[src/rtl/hazard_pkg.sv]
// Shared types and constants for the pipeline hazard controller.
package hazard_pkg;

    // State encodings, also visible on state_o
    localparam logic [1:0] ST_RUN        = 2'd0;
    localparam logic [1:0] ST_LU_STALL   = 2'd1;
    localparam logic [1:0] ST_FETCH_WAIT = 2'd2;
    localparam logic [1:0] ST_HALT       = 2'd3;

    typedef enum logic [1:0] {
        RUN        = ST_RUN,
        LU_STALL   = ST_LU_STALL,
        FETCH_WAIT = ST_FETCH_WAIT,
        HALT       = ST_HALT
    } hz_state_t;

    // Register r0 is hard-wired to zero and never creates a dependency
    localparam int REG_ZERO = 0;

endpackage

[src/rtl/sat_counter.sv]
// Saturating up-counter with synchronous clear and asynchronous reset.
module sat_counter #(
    parameter int W = 32
) (
    input  logic         clk,
    input  logic         rst,
    input  logic         clr,
    input  logic         inc,
    output logic [W-1:0] count
);

    // Count up on inc, stick at all-ones, clear on request
    always_ff @(posedge clk or posedge rst) begin
        if (rst) begin
            count <= '0;
        end else if (clr) begin
            count <= '0;
        end else if (inc && (count != '1)) begin
            count <= count + W'(1);
        end
    end

endmodule

[src/rtl/hazard_controller.sv]
// PC / pipeline-register sequencing controller: load-use stalls, branch
// flushes and variable-latency fetch with a timeout watchdog.
// Optional feature macro: HAZARD_PERF_EN (stall/flush performance counters).
module hazard_controller
    import hazard_pkg::*;
#(
    parameter int REG_ADDR_W    = 5,
    parameter int FETCH_TIMEOUT = 16,
    parameter int CNT_W         = 32
) (
    input  logic                  clk_i,
    input  logic                  rst_i,
    input  logic                  idex_memread_i,
    input  logic [REG_ADDR_W-1:0] idex_rt_i,
    input  logic [REG_ADDR_W-1:0] ifid_rs_i,
    input  logic [REG_ADDR_W-1:0] ifid_rt_i,
    input  logic                  branch_taken_i,
    input  logic                  imem_ready_i,
    output logic                  pc_write_o,
    output logic                  ifid_write_o,
    output logic                  ifid_flush_o,
    output logic                  idex_flush_o,
    output logic                  exmem_flush_o,
    output logic [1:0]            state_o,
    output logic                  fetch_err_o,
    output logic [CNT_W-1:0]      stall_cnt_o,
    output logic [CNT_W-1:0]      flush_cnt_o
);

    // FETCH_TIMEOUT is at most 255, so 8 bits always hold the wait count
    localparam int                WAIT_W     = 8;
    localparam logic [WAIT_W-1:0] WAIT_LIMIT = WAIT_W'(FETCH_TIMEOUT);

    hz_state_t         state;
    hz_state_t         state_next;
    logic [WAIT_W-1:0] wait_cnt;
    logic [WAIT_W-1:0] wait_next;
    logic              fetch_err;
    logic              fetch_err_next;
    logic              load_use;

    assign load_use = idex_memread_i
                   && (idex_rt_i != REG_ADDR_W'(REG_ZERO))
                   && ((idex_rt_i == ifid_rs_i) || (idex_rt_i == ifid_rt_i));

    // State register together with the fetch wait counter and sticky error
    always_ff @(posedge clk_i or posedge rst_i) begin
        if (rst_i) begin
            state     <= RUN;
            wait_cnt  <= '0;
            fetch_err <= 1'b0;
        end else begin
            state     <= state_next;
            wait_cnt  <= wait_next;
            fetch_err <= fetch_err_next;
        end
    end

    // Next-state logic: HALT > branch > fetch miss > load-use > run
    always_comb begin
        state_next     = state;
        wait_next      = wait_cnt;
        fetch_err_next = fetch_err;
        if (state == HALT) begin
            state_next = HALT;
        end else if (branch_taken_i) begin
            state_next = RUN;
            wait_next  = '0;
        end else if (!imem_ready_i) begin
            if (wait_cnt != WAIT_LIMIT) begin
                wait_next = wait_cnt + WAIT_W'(1);
            end
            if (wait_next == WAIT_LIMIT) begin
                state_next     = HALT;
                fetch_err_next = 1'b1;
            end else begin
                state_next = FETCH_WAIT;
            end
        end else if (load_use && (state != LU_STALL)) begin
            // A stall cycle masks the check so stalls never chain
            state_next = LU_STALL;
            wait_next  = '0;
        end else begin
            state_next = RUN;
            wait_next  = '0;
        end
    end

    // Mealy strobes; reset forces a full bubble with PC and IF/ID frozen
    always_comb begin
        pc_write_o    = 1'b1;
        ifid_write_o  = 1'b1;
        ifid_flush_o  = 1'b0;
        idex_flush_o  = 1'b0;
        exmem_flush_o = 1'b0;
        if (rst_i) begin
            pc_write_o    = 1'b0;
            ifid_write_o  = 1'b0;
            ifid_flush_o  = 1'b1;
            idex_flush_o  = 1'b1;
            exmem_flush_o = 1'b1;
        end else if (state == HALT) begin
            pc_write_o   = 1'b0;
            ifid_write_o = 1'b0;
            idex_flush_o = 1'b1;
        end else if (branch_taken_i) begin
            ifid_write_o  = 1'b0;
            ifid_flush_o  = 1'b1;
            idex_flush_o  = 1'b1;
            exmem_flush_o = 1'b1;
        end else if (!imem_ready_i) begin
            // Hold the PC, push a bubble into ID, let downstream drain
            pc_write_o   = 1'b0;
            ifid_flush_o = 1'b1;
        end else if (load_use && (state != LU_STALL)) begin
            pc_write_o   = 1'b0;
            ifid_write_o = 1'b0;
            idex_flush_o = 1'b1;
        end
    end

    assign state_o     = state;
    assign fetch_err_o = fetch_err;

`ifdef HAZARD_PERF_EN
    logic stall_inc;
    logic flush_inc;

    // HALT cycles are a fault condition, not a pipeline stall
    assign stall_inc = !pc_write_o && (state != HALT);
    assign flush_inc = branch_taken_i && (state != HALT);

    sat_counter #(.W(CNT_W)) u_stall_cnt (
        .clk   (clk_i),
        .rst   (rst_i),
        .clr   (1'b0),
        .inc   (stall_inc),
        .count (stall_cnt_o)
    );

    sat_counter #(.W(CNT_W)) u_flush_cnt (
        .clk   (clk_i),
        .rst   (rst_i),
        .clr   (1'b0),
        .inc   (flush_inc),
        .count (flush_cnt_o)
    );
`else
    assign stall_cnt_o = '0;
    assign flush_cnt_o = '0;
`endif

endmodule

[config.mk]
export PLATFORM = sky130hd
export DESIGN_NAME = hazard_controller
export DESIGN_NICKNAME = d
export VERILOG_FILES = /design/src/rtl/hazard_pkg.sv /design/src/rtl/sat_counter.sv /design/src/rtl/hazard_controller.sv
export SDC_FILE = /design/constraint.sdc
export NUM_CORES = 1
export LEC_CHECK = 0
export BUFFER_PORTS_ARGS = -buffer_cell sky130_fd_sc_hd__buf_2
export CAP_MARGIN = 10
export CORE_MARGIN = 1
export CORE_UTILIZATION = 42
export DETAILED_ROUTE_END_ITERATION = 6
export HOLD_SLACK_MARGIN = 0.15
export PLACE_DENSITY_LB_ADDON = 0.15
export SLEW_MARGIN = 20
export SYNTH_ARGS = -nofsm -noshare
export SYNTH_HDL_FRONTEND = slang
export SYNTH_SLANG_ARGS = --single-unit
[constraint.sdc]
create_clock -name clk_i -period 2.7 [get_ports clk_i]
set_input_delay 0.54 -clock clk_i [delete_from_list [all_inputs] [get_ports clk_i]]
set_output_delay 0.54 -clock clk_i [all_outputs]
set_load 0.01 [all_outputs]
==> results by group, run 1 <==
Final layout
  – Commonest non-fill, non-tap cells in the layout: conb_1, buf_2, dfrtp_1, xnor2_1, nand2_1
  – Layout cells sized above 1: 16.8%
  – Final core occ: 43.0%
  – Area grow syn2layout: -3.20%
  – Commonest non-fill, non-tap cell in the layout: conb_1
  – # nets final: 220
  – # diodes: 0
  – Filler Cell Count: 334
  – FF+latch area: 275 um^2
  – Area of the multi-input gates: 801 um^2

Critical path
  – Worst setup EP type: output pin
  – Required time of the critical path: 2.16 ns
  – Crit Path Class: primary input to output pin
  – CP Max Fanout: 3
  – Startpoint Class: primary input
  – Critical Path AT: 1.72 ns

Clock tree
  – CTS Sinks: 11
  – Clk_lat worst skew: 0.26 ns
  – Max Buffers Root-to-Sink: 2
  – Reg clk slew, reported paths: 0.06 ns
  – Post-CTS Setup Bufs: 0
  – CTS tree: built
  – Clock tree root driver cell: clkbuf_4
  – Hold-fix buffers at CTS: 0
  – Num CTS Buffers: 3
  – CTS H-Tree Depth: 1
  – Resize count post-CTS: 0

Routing
  – Vias: 1017
  – Routed WL: 2200 um
  – First DRT Iteration DRCs: 43
  – DRC Markers: 0
  – Vias per Instance: 4.22
  – Drt wl/cell: 9.13 um
  – Remaining antenna violation count: 0
  – Drt first pass iters: 4

Global routing
  – Largest net degree at the start of global routing: 13
  – Total Routing Usage GR: 13.4%
  – Total grt overflow: 0
  – Initial antenna violation count: 0
  – First-pass GRT wire length: 3560 um
  – Vias in the first global route: 774

Floorplanning
  – Rows: 20
  – Core area: 3080 um^2
  – Top-Level Pins: 92
  – Starting density of the core: 44.4%
  – Full die area: 3490 um^2
  – Die W: 59.0 um
  – Die height: 59.0 um

Timing
  – Min Hold Slack: 0.305 ns
  – Hold Fails Final Rpt: 0
  – Fmax: 0.443 GHz
  – Endpoints failing setup: 0
  – Period utilization: 83.6%
  – Fin Setup TNS: 0 ns
  – Worst Skew: 0.00186 ns
  – Unrepaired setup endpoints after global routing: no
  – Setup WS post-layout: 0.443 ns
  – Fin crit period: 2.26 ns
  – Fin. max-slew vios: 0

Min path
  – Hold Crit Class: primary input to async pin

Place
  – I/O Buffers: 27
  – Dpl ws: 0.437 ns
  – Gpl congestion: 0.779
  – Final HPWL DP: 1800 um

Logic synthesis
  – Synthesis Warnings: 0
  – Syn_area_per_cell: 7.94 um^2
  – #FFs+latches synth: 11
  – Synthesized area: 1370 um^2
  – Sequential fraction of the synthesis area: 20.1%
  – Mapped Cells: 172
  – Yosys cell types: 41

Power and ir drop
  – Leak pwr: 0.668 nW
  – Pwr dens: 297 nW/um^2
  – VDD IR max: 0.228 mV

Run status
  – Status: finished, final reports clean

Job
  – Max Cap Viol: 0
-- worst max-delay path: stages --
cell	delay [ns]
buf_2	0.12
xnor2_1	0.13
nand3_1	0.09
o22ai_1	0.10
and2_1	0.18
a2111oi_0	0.36
buf_2	0.20
-- synthesized netlist by cell type --
cell / number / share of area, %
clkbuf_1: 5 / 1.4
and2_1: 3 / 1.4
o21ai_1: 5 / 1.8
xor2_1: 2 / 1.3
or4_1: 2 / 1.1
o21ai_0: 7 / 2.6
xnor2_1: 10 / 6.4
nor3_1: 2 / 0.73
a22o_1: 1 / 0.64
a21oi_1: 2 / 0.73
mux2i_1: 1 / 0.73
o22ai_1: 1 / 0.46
nand2_1: 9 / 2.5
nor4b_1: 1 / 0.64
o21bai_1: 1 / 0.55
nor4b_2: 1 / 1.1
and3_1: 1 / 0.46
inv_2: 1 / 0.27
a41oi_1: 1 / 0.64
nand2b_1: 1 / 0.46
nor2_1: 6 / 1.6
nand3b_1: 1 / 0.55
a2111o_1: 1 / 0.82
inv_1: 5 / 1.4
buf_4: 64 / 35
buf_2: 1 / 0.37
a2111oi_0: 2 / 1.3
conb_1: 1 / 0.27
ha_1: 2 / 1.8
or3_1: 1 / 0.46
nor3b_1: 2 / 1.1
nand4_1: 1 / 0.46
or4b_1: 1 / 0.73
dfrtp_1: 11 / 20
o211ai_1: 1 / 0.55
o31ai_1: 3 / 1.6
nand3_1: 7 / 2.6
nor2b_1: 1 / 0.46
a32o_1: 2 / 1.5
and3b_1: 1 / 0.64
o41ai_1: 1 / 0.64
-- flip-flops by register name, summed over array words and instances (netlist names) --
| register | cells |
|---|---|
| fetch_err_o | 1 |
| state_o | 2 |
| wait_cnt | 8 |
-- final timing paths --
| path | depth (start not counted) | endpoint | start | slack, ns |
|---|---|---|---|---|
| max | 7 | ifid_write_o | idex_rt_i[2] | 0.44 |
| min | 3 | state_o[1]$_DFF_PP0_ | rst_i | 0.31 |
| max reg2reg | 7 | state_o[0]$_DFF_PP0_ | wait_cnt[0]$_DFFE_PP0N_ | 0.52 |
| min reg2reg | 2 | fetch_err_o$_DFFE_PP0P_ | fetch_err_o$_DFFE_PP0P_ | 0.48 |
| max in group asynchronous | 3 | wait_cnt[2]$_DFFE_PP0N_ | rst_i | 2.24 |
| min in group clk_i | 2 | fetch_err_o$_DFFE_PP0P_ | fetch_err_o$_DFFE_PP0P_ | 0.48 |
-- layout make-up --
type	count	area share, %
repair buffers	28	10.8
well taps	44	4.16
clock buffers	4	1.99
flip-flops and latches	11	20.8
inverters	6	1.70
multi-input cells	148	60.5
-- kinds of logic after synthesis --
kind of cell	after synthesis	synth area share [%]
compound gates	28	13.8
fa+ha+maj	2	1.83
xor+xnor	12	7.69
buf+inv	76	38.6
mux	1	0.733
flops	11	20.1
other cells	1	0.274
simple gates	41	16.9
-- through the flow --
stage	power (mW)	cell area [um^2]	instances
6_report	0.392	1320	241
2_1_floorplan	0.323	1600	235
4_1_cts	0.399	1320	241
3_5_place_dp	0.287	1300	237
5_1_grt	0.423	1320	241
3_3_place_gp	0.286	1300	237
-- where the power goes --
part | switching, mW | internal, mW
sequential | 0.00366 | 0.167
combinational | 0.0781 | 0.0364
clock | 0.0497 | 0.0571
total | 0.132 | 0.261
-- layer usage --
metal	routed length [um]	global-route usage (%)	vias to the layer above
met3	162	4.59	0
met5	0	0	-
met1	1020	18.3	447
li1	-	-	511
met2	1020	21.1	59
met4	0	1.70	0
No activity file was read; power rests on OpenSTA's default activity.
==> run 2, diff against run 1 <==
--- a/config.mk
+++ b/config.mk
@@ -8,7 +8,7 @@
 export BUFFER_PORTS_ARGS = -buffer_cell sky130_fd_sc_hd__buf_2
 export CAP_MARGIN = 10
 export CORE_MARGIN = 1
-export CORE_UTILIZATION = 42
+export CORE_UTILIZATION = 38
 export DETAILED_ROUTE_END_ITERATION = 6
 export HOLD_SLACK_MARGIN = 0.15
 export PLACE_DENSITY_LB_ADDON = 0.15
==> constraint.sdc (replaced) <==
create_clock -name clk_i -period 2.05 [get_ports clk_i]
set_input_delay 0.41 -clock clk_i [delete_from_list [all_inputs] [get_ports clk_i]]
set_output_delay 0.41 -clock clk_i [all_outputs]
set_load 0.01 [all_outputs]
==> run 2 against run 1 <==
Net effect: global-route usage increased by 1.4 points; sequential cell count unchanged; worst setup slack worse by 0.44 ns; utilization rose by 0.63 points; critical endpoint is now state_o[0]$_DFF_PP0_.
==> results by group, run 2 (same netlist as run 1, synthesis figures left out) <==
Run status
  – Status: finished, final reports clean

Clock tree
  – Clock tree root driver cell: clkbuf_4
  – Hold-fix buffers at CTS: 0 (unchanged)
  – CTS H-Tree Depth: 1 (unchanged)
  – Num CTS Buffers: 3 (unchanged)
  – Max Buffers Root-to-Sink: 2 (unchanged)
  – CTS tree: built
  – Reg clk slew, reported paths: 0.08 ns (+0.02 ns)
  – Clk_lat worst skew: 0.29 ns (+0.03 ns)
  – CTS Sinks: 11 (unchanged)

Routing
  – Remaining antenna violation count: 0 (unchanged)
  – Vias: 1118 (+9.9%)
  – Vias per Instance: 4.40 (+4.3%)
  – Drt first pass iters: 4 (unchanged)
  – First DRT Iteration DRCs: 33 (-23%)
  – Routed WL: 2700 um (+23%)
  – Drt wl/cell: 10.6 um (+16%)
  – DRC Markers: 0 (unchanged)

Critical path
  – Worst setup EP type: register
  – Required time of the critical path: 2.26 ns (+0.10 ns)
  – Largest delay share family, worst path: simple AND/OR/NAND/NOR gates
  – Worst path bufs/invs: 1 (-1)
  – Cell mode on critical path: or4_1
  – Critical Path AT: 2.26 ns (+0.54 ns)
  – Startpoint Class: register
  – Cells along the critical path: inv_2 -> ha_4 -> nor2b_1 -> or4_1 -> a32o_2 -> or4_1 -> o21ai_1
  – CP Max Fanout: 4 (+1)
  – Slowest-stage cell, CP: dfrtp_1
  – Max stage delay on crit path: 0.41 ns (+0.05 ns)
  – Crit Path Class: register to register

Floorplanning
  – Rows: 21 (+5.0%)
  – Die W: 62.0 um (+5.0%)
  – Full die area: 3840 um^2 (+10%)
  – Top-Level Pins: 92 (unchanged)
  – Starting density of the core: 40.3% (-4.1 points)
  – Die height: 62.0 um (+5.0%)
  – Core area: 3390 um^2 (+10%)

Timing
  – Fmax: 0.490 GHz
  – Fin crit period: 2.04 ns
  – Fin. max-slew vios: 0 (unchanged)
  – Worst Skew: 0.00203 ns (+0.000169 ns)
  – Setup WS post-layout: 0.00800 ns (-0.435 ns)
  – Period utilization: 99.6%
  – Unrepaired setup endpoints after global routing: yes
  – Endpoints failing setup: 0 (unchanged)
  – Hold Fails Final Rpt: 0 (unchanged)

Place
  – Placed instance area: 1340 um^2 (+3.1%)
  – Gpl congestion: 0.869 (+12%)
  – I/O Buffers: 27 (unchanged)
  – Dpl ws: -0.0508 ns (-0.488 ns)
  – Final HPWL DP: 1990 um (+11%)
  – Placed insts: 244 (+3.0%)

Power and ir drop
  – P_sw: 0.211 mW (+60%)
  – VDD IR max: 0.210 mV (-7.7%)
  – Combinational power share: 31.5% (+2.3 points)
  – Clock share of power: 29.3% (+2.1 points)
  – Pint: 0.360 mW (+38%)
  – Leak pwr: 0.739 nW (+11%)
  – Reg power frac: 39.3% (-4.3 points)
  – Pwr dens: 386 nW/um^2 (+30%)
  – Sw Ratio: 36.9% (+3.4 points)

Global routing
  – Initial antenna violation count: 0 (unchanged)
  – First-pass GRT wire length: 4110 um (+15%)
  – Met1 GRT Util: 17.7% (-0.61 points)
  – Vias in the first global route: 879 (+14%)
  – M2 GR Usage: 24.9% (+3.8 points)
  – Largest net degree at the start of global routing: 12 (-1)
  – Grt peak-use layer: met2
  – Grt met3 use: 2.48% (-2.1 points)
  – Total grt overflow: 0 (unchanged)
  – Total Routing Usage GR: 14.9% (+1.4 points)

Min path
  – Hold Crit Class: primary input to async pin

Final layout
  – Commonest non-fill, non-tap cells in the layout: conb_1, buf_2, buf_4, xnor2_1, dfrtp_1
  – FF+latch area: 277 um^2 (+0.45%)
  – Area grow syn2layout: 8.15%
  – # nets final: 231 (+5.0%)
  – Final non-filler cell total: 254 (+5.4%)
  – Reg with most FFs: wait_cnt
  – Filler Cell Count: 369 (+10%)
  – Commonest non-fill, non-tap cell in the layout: conb_1
  – Layout cells sized above 1: 26.4% (+9.7 points)
  – Largest register FFs: 8 (unchanged)
  – # diodes: 0 (unchanged)
  – Area of the multi-input gates: 870 um^2 (+8.6%)
  – Design area: 1480 um^2 (+12%)

Job
  – Max Cap Viol: 0 (unchanged)
==> run 2: cell count changes in the layout (fill, tap and decap cells not counted), moves of 2 or more <==
cell | before | now
a2111oi_0 | 2 | 0
a2111oi_4 | 0 | 2
and2_1 | 3 | 1
and2_4 | 0 | 2
buf_4 | 1 | 12
o21ai_0 | 7 | 5
==> run 2: per-layer routing <==
layer  vias to the layer above  wire length, um
met5                         -                0
met4                         0               87
met3                        12              158
met2                        55             1350
met1                       522             1100
li1                        529                -
==> run 2: area by class of cell <==
type / instances / area share [%]
clock buffer: 4 / 1.78
timing repair buffer: 39 / 15.2
multi-input combinational: 148 / 58.8
sequential: 11 / 18.7
tap: 46 / 3.89
inverter: 6 / 1.52
==> run 2: timing repair <==
action                                  CTS  global route
gates resized for setup                   7            12
endpoints found under the hold margin     0             0
pin swaps                                 2             5
endpoints found under the setup margin    4             6
setup buffers                             4             2
==> run 2: worst reg2reg max path: stages (launching register included) <==
cell,delay (ns)
dfrtp_1,0.41
inv_2,0.07
ha_4,0.16
nor2b_1,0.13
or4_1,0.40
a32o_2,0.26
or4_1,0.40
o21ai_1,0.14
==> run 2: path summary, 6_finish.rpt <==
check	start	to	slack (ns)	cells after the start
max	wait_cnt[1]$_DFFE_PP0N_	state_o[0]$_DFF_PP0_	0.008	7
min	rst_i	wait_cnt[7]$_DFFE_PP0N_	0.20	3
max reg2reg	wait_cnt[1]$_DFFE_PP0N_	state_o[0]$_DFF_PP0_	0.008	7
min reg2reg	fetch_err_o$_DFFE_PP0P_	fetch_err_o$_DFFE_PP0P_	0.48	2
max in group asynchronous	rst_i	wait_cnt[0]$_DFFE_PP0N_	1.68	3
min in group clk_i	branch_taken_i	state_o[1]$_DFF_PP0_	0.41	2
==> run 2: power by group through the flow <==
stage / logic, mW / registers, mW / clock network, mW
3_5_place_dp: 0.155 / 0.228 / 0
4_1_cts: 0.166 / 0.223 / 0.168
5_1_grt: 0.204 / 0.225 / 0.175
6_report: 0.179 / 0.224 / 0.167
2_1_floorplan: 0.196 / 0.229 / 0
3_3_place_gp: 0.154 / 0.228 / 0
==> run 2: per-stage QoR <==
step | total power [mW] | hold slack [ns] | TNS [ns] | utilization, %
floorplan | 0.425 | 0.269 | 0 | -
global placement | 0.382 | 0.449 | 0 | 39.4
detailed placement | 0.383 | 0.457 | -0.0508 | 39.4
CTS | 0.557 | 0.165 | 0 | 41.6
global route | 0.603 | 0.224 | -0.0630 | 43.6
finish | 0.570 | 0.197 | 0 | 43.6
==> run 3, diff against run 2 <==
--- a/config.mk
+++ b/config.mk
@@ -7,8 +7,10 @@
 export LEC_CHECK = 0
 export BUFFER_PORTS_ARGS = -buffer_cell sky130_fd_sc_hd__buf_2
 export CAP_MARGIN = 10
+export CELL_PAD_IN_SITES_DETAIL_PLACEMENT = 1
+export CELL_PAD_IN_SITES_GLOBAL_PLACEMENT = 1
 export CORE_MARGIN = 1
-export CORE_UTILIZATION = 38
+export CORE_UTILIZATION = 26
 export DETAILED_ROUTE_END_ITERATION = 6
 export HOLD_SLACK_MARGIN = 0.15
 export PLACE_DENSITY_LB_ADDON = 0.15
==> run 3 against run 2 <==
Net effect: the run now ends with setup timing left; die area is 45% higher; worst setup slack got worse by 0.11 ns; routed wire length increased by 12%; clock skew is 0.0044 ns higher; maximum frequency fell by 5.0%; clock power is 32% higher; first-iteration DRC count fell by 64%; via count fell by 3.5%; sequential share of layout area is 0.24 points lower; sequential cell count unchanged; global-route usage down 3.9 points; critical endpoint unchanged; largest cell class unchanged; highest routed layer unchanged.
==> results by group, run 3 (same netlist as run 1, synthesis figures left out) <==
Floorplanning
  – Top-Level Pins: 92 (unchanged)
  – Rows: 26 (+24%)
  – Full die area: 5550 um^2 (+45%)
  – Starting density of the core: 26.9% (-13 points)
  – Die height: 74.5 um (+20%)
  – Core area: 5070 um^2 (+50%)
  – Die W: 74.5 um (+20%)

Critical path
  – Worst path bufs/invs: 1 (unchanged)
  – Worst setup EP type: register
  – Required time of the critical path: 2.21 ns (-0.05 ns)
  – Cells along the critical path: inv_2 -> ha_1 -> nor2b_1 -> or4_1 -> a32o_2 -> or4_1 -> o21ai_1
  – Crit Path Class: register to register
  – Largest delay share family, worst path: simple AND/OR/NAND/NOR gates
  – Max stage delay on crit path: 0.42 ns (about the same)
  – Slowest-stage cell, CP: or4_1
  – CP Max Fanout: 4 (unchanged)
  – Startpoint Class: register
  – Critical Path AT: 2.31 ns (+0.05 ns)
  – Cell mode on critical path: or4_1

Min path
  – Hold Crit Class: primary input to async pin

Clock tree
  – Clock tree root driver cell: clkbuf_8
  – Hold-fix buffers at CTS: 0 (unchanged)
  – Clk_lat worst skew: 0.24 ns (-0.05 ns)
  – Reg clk slew, reported paths: 0.05 ns (-0.03 ns)
  – Max Buffers Root-to-Sink: 2 (unchanged)
  – CTS Sinks: 11 (unchanged)
  – CTS tree: built
  – CTS H-Tree Depth: 1 (unchanged)
  – Num CTS Buffers: 3 (unchanged)

Timing
  – Period utilization: 105% (+5.2 points)
  – Setup WS post-layout: -0.0990 ns (-0.107 ns)
  – Endpoints failing setup: 1 (+1)
  – Unrepaired setup endpoints after global routing: yes
  – Fmax: 0.465 GHz (-5.0%)
  – Hold Fails Final Rpt: 0 (unchanged)
  – Fin. max-slew vios: 0 (unchanged)
  – Fin crit period: 2.15 ns (+0.107 ns)
  – Worst Skew: 0.00646 ns (+0.00443 ns)

Final layout
  – Area grow syn2layout: 9.07%
  – # nets final: 230 (-0.43%)
  – # diodes: 0 (unchanged)
  – Commonest non-fill, non-tap cells in the layout: conb_1, buf_2, dfrtp_1, buf_4, xnor2_1
  – Reg with most FFs: wait_cnt
  – Filler Cell Count: 668 (+81%)
  – Final core occ: 29.4% (-14 points)
  – Final non-filler cell total: 277 (+9.1%)
  – Design area: 1490 um^2 (+0.85%)
  – Commonest non-fill, non-tap cell in the layout: conb_1
  – Largest register FFs: 8 (unchanged)
  – Layout cells sized above 1: 24.2% (-2.3 points)

Routing
  – Routed WL: 3030 um (+12%)
  – DRC Markers: 0 (unchanged)
  – First DRT Iteration DRCs: 12 (-64%)
  – Vias per Instance: 3.90 (-12%)
  – Remaining antenna violation count: 0 (unchanged)
  – Drt first pass iters: 3 (-1)
  – Vias: 1079 (-3.5%)
  – Drt wl/cell: 10.9 um (+3.1%)

Place
  – Placed instance area: 1370 um^2 (+2.8%)
  – I/O Buffers: 27 (unchanged)
  – Final HPWL DP: 2560 um (+28%)
  – Placed insts: 269 (+10%)
  – Gpl congestion: 0.750 (-14%)
  – Dpl ws: -0.112 ns (-0.0608 ns)

Run status
  – Failing checks: setup timing
  – Status: finished, violations left

Global routing
  – First-pass GRT wire length: 4550 um (+11%)
  – Vias in the first global route: 991 (+13%)
  – Largest net degree at the start of global routing: 13 (+1)
  – Initial antenna violation count: 0 (unchanged)
  – Total grt overflow: 0 (unchanged)
  – Total Routing Usage GR: 11.0% (-3.9 points)

Power and ir drop
  – VDD IR max: 0.265 mV (+26%)
  – Power, Total: 0.617 mW (+8.3%)
  – Leak pwr: 0.737 nW (-0.25%)
  – Pwr dens: 414 nW/um^2 (+7.4%)

Job
  – Max Cap Viol: 0 (unchanged)
run 3: cell type report:
type | count | area (um^2) | area share, %
Timing Repair Buffer | 38 | 218 | 14.6
Clock buffer | 4 | 45.0 | 3.02
Inverter | 6 | 22.5 | 1.51
Multi-Input combinational cell | 148 | 842 | 56.5
Sequential cell | 11 | 275 | 18.5
Tap cell | 70 | 87.6 | 5.88
run 3: per-layer routing:
metal,vias up,global-route usage [%],part of all wire (%)
met4,0,1.89,0.79
met3,2,2.85,5.8
met5,-,0,0
met1,504,11.9,40
li1,525,-,-
met2,48,21.4,53
run 3: final timing paths:
kind | endpoint | cells after the start | slack, ns | from
min reg2reg | fetch_err_o$_DFFE_PP0P_ | 2 | 0.46 | fetch_err_o$_DFFE_PP0P_
max | state_o[0]$_DFF_PP0_ | 7 | -0.1 | wait_cnt[0]$_DFFE_PP0N_
min | wait_cnt[0]$_DFFE_PP0N_ | 3 | 0.22 | rst_i
min in group clk_i | fetch_err_o$_DFFE_PP0P_ | 2 | 0.46 | fetch_err_o$_DFFE_PP0P_
max reg2reg | state_o[0]$_DFF_PP0_ | 7 | -0.1 | wait_cnt[0]$_DFFE_PP0N_
max in group asynchronous | wait_cnt[3]$_DFFE_PP0N_ | 3 | 1.67 | rst_i
run 3: report_power, final:
group          switching, mW  internal [mW]  leakage, nW
sequential           0.00337          0.221        0.146
combinational          0.115         0.0585        0.568
clock                 0.0831          0.137       0.0228
total                  0.202          0.416        0.737
run 3: timing repair:
item | 4_1_cts | 5_1_grt
pin swaps | 0 | 3
endpoints found under the hold margin | 0 | 0
gates resized for setup | 4 | 5
endpoints found under the setup margin | 4 | 4
setup buffers | 2 | 2
run 3: worst register-to-register path, stage by stage (launching register included):
cell     delay [ns]
dfrtp_1        0.41
inv_2          0.05
ha_1           0.21
nor2b_1        0.15
or4_1          0.42
a32o_2         0.29
or4_1          0.40
o21ai_1        0.13
run 3: per-stage QoR:
| step | hold slack (ns) | setup TNS [ns] |
|---|---|---|
| after global routing | 0.248 | -0.173 |
| after detailed placement | 0.460 | -0.112 |
| final | 0.222 | -0.0990 |
| after floorplan | 0.269 | 0 |
| after global placement | 0.447 | -0.0633 |
| after CTS | 0.222 | -0.0964 |
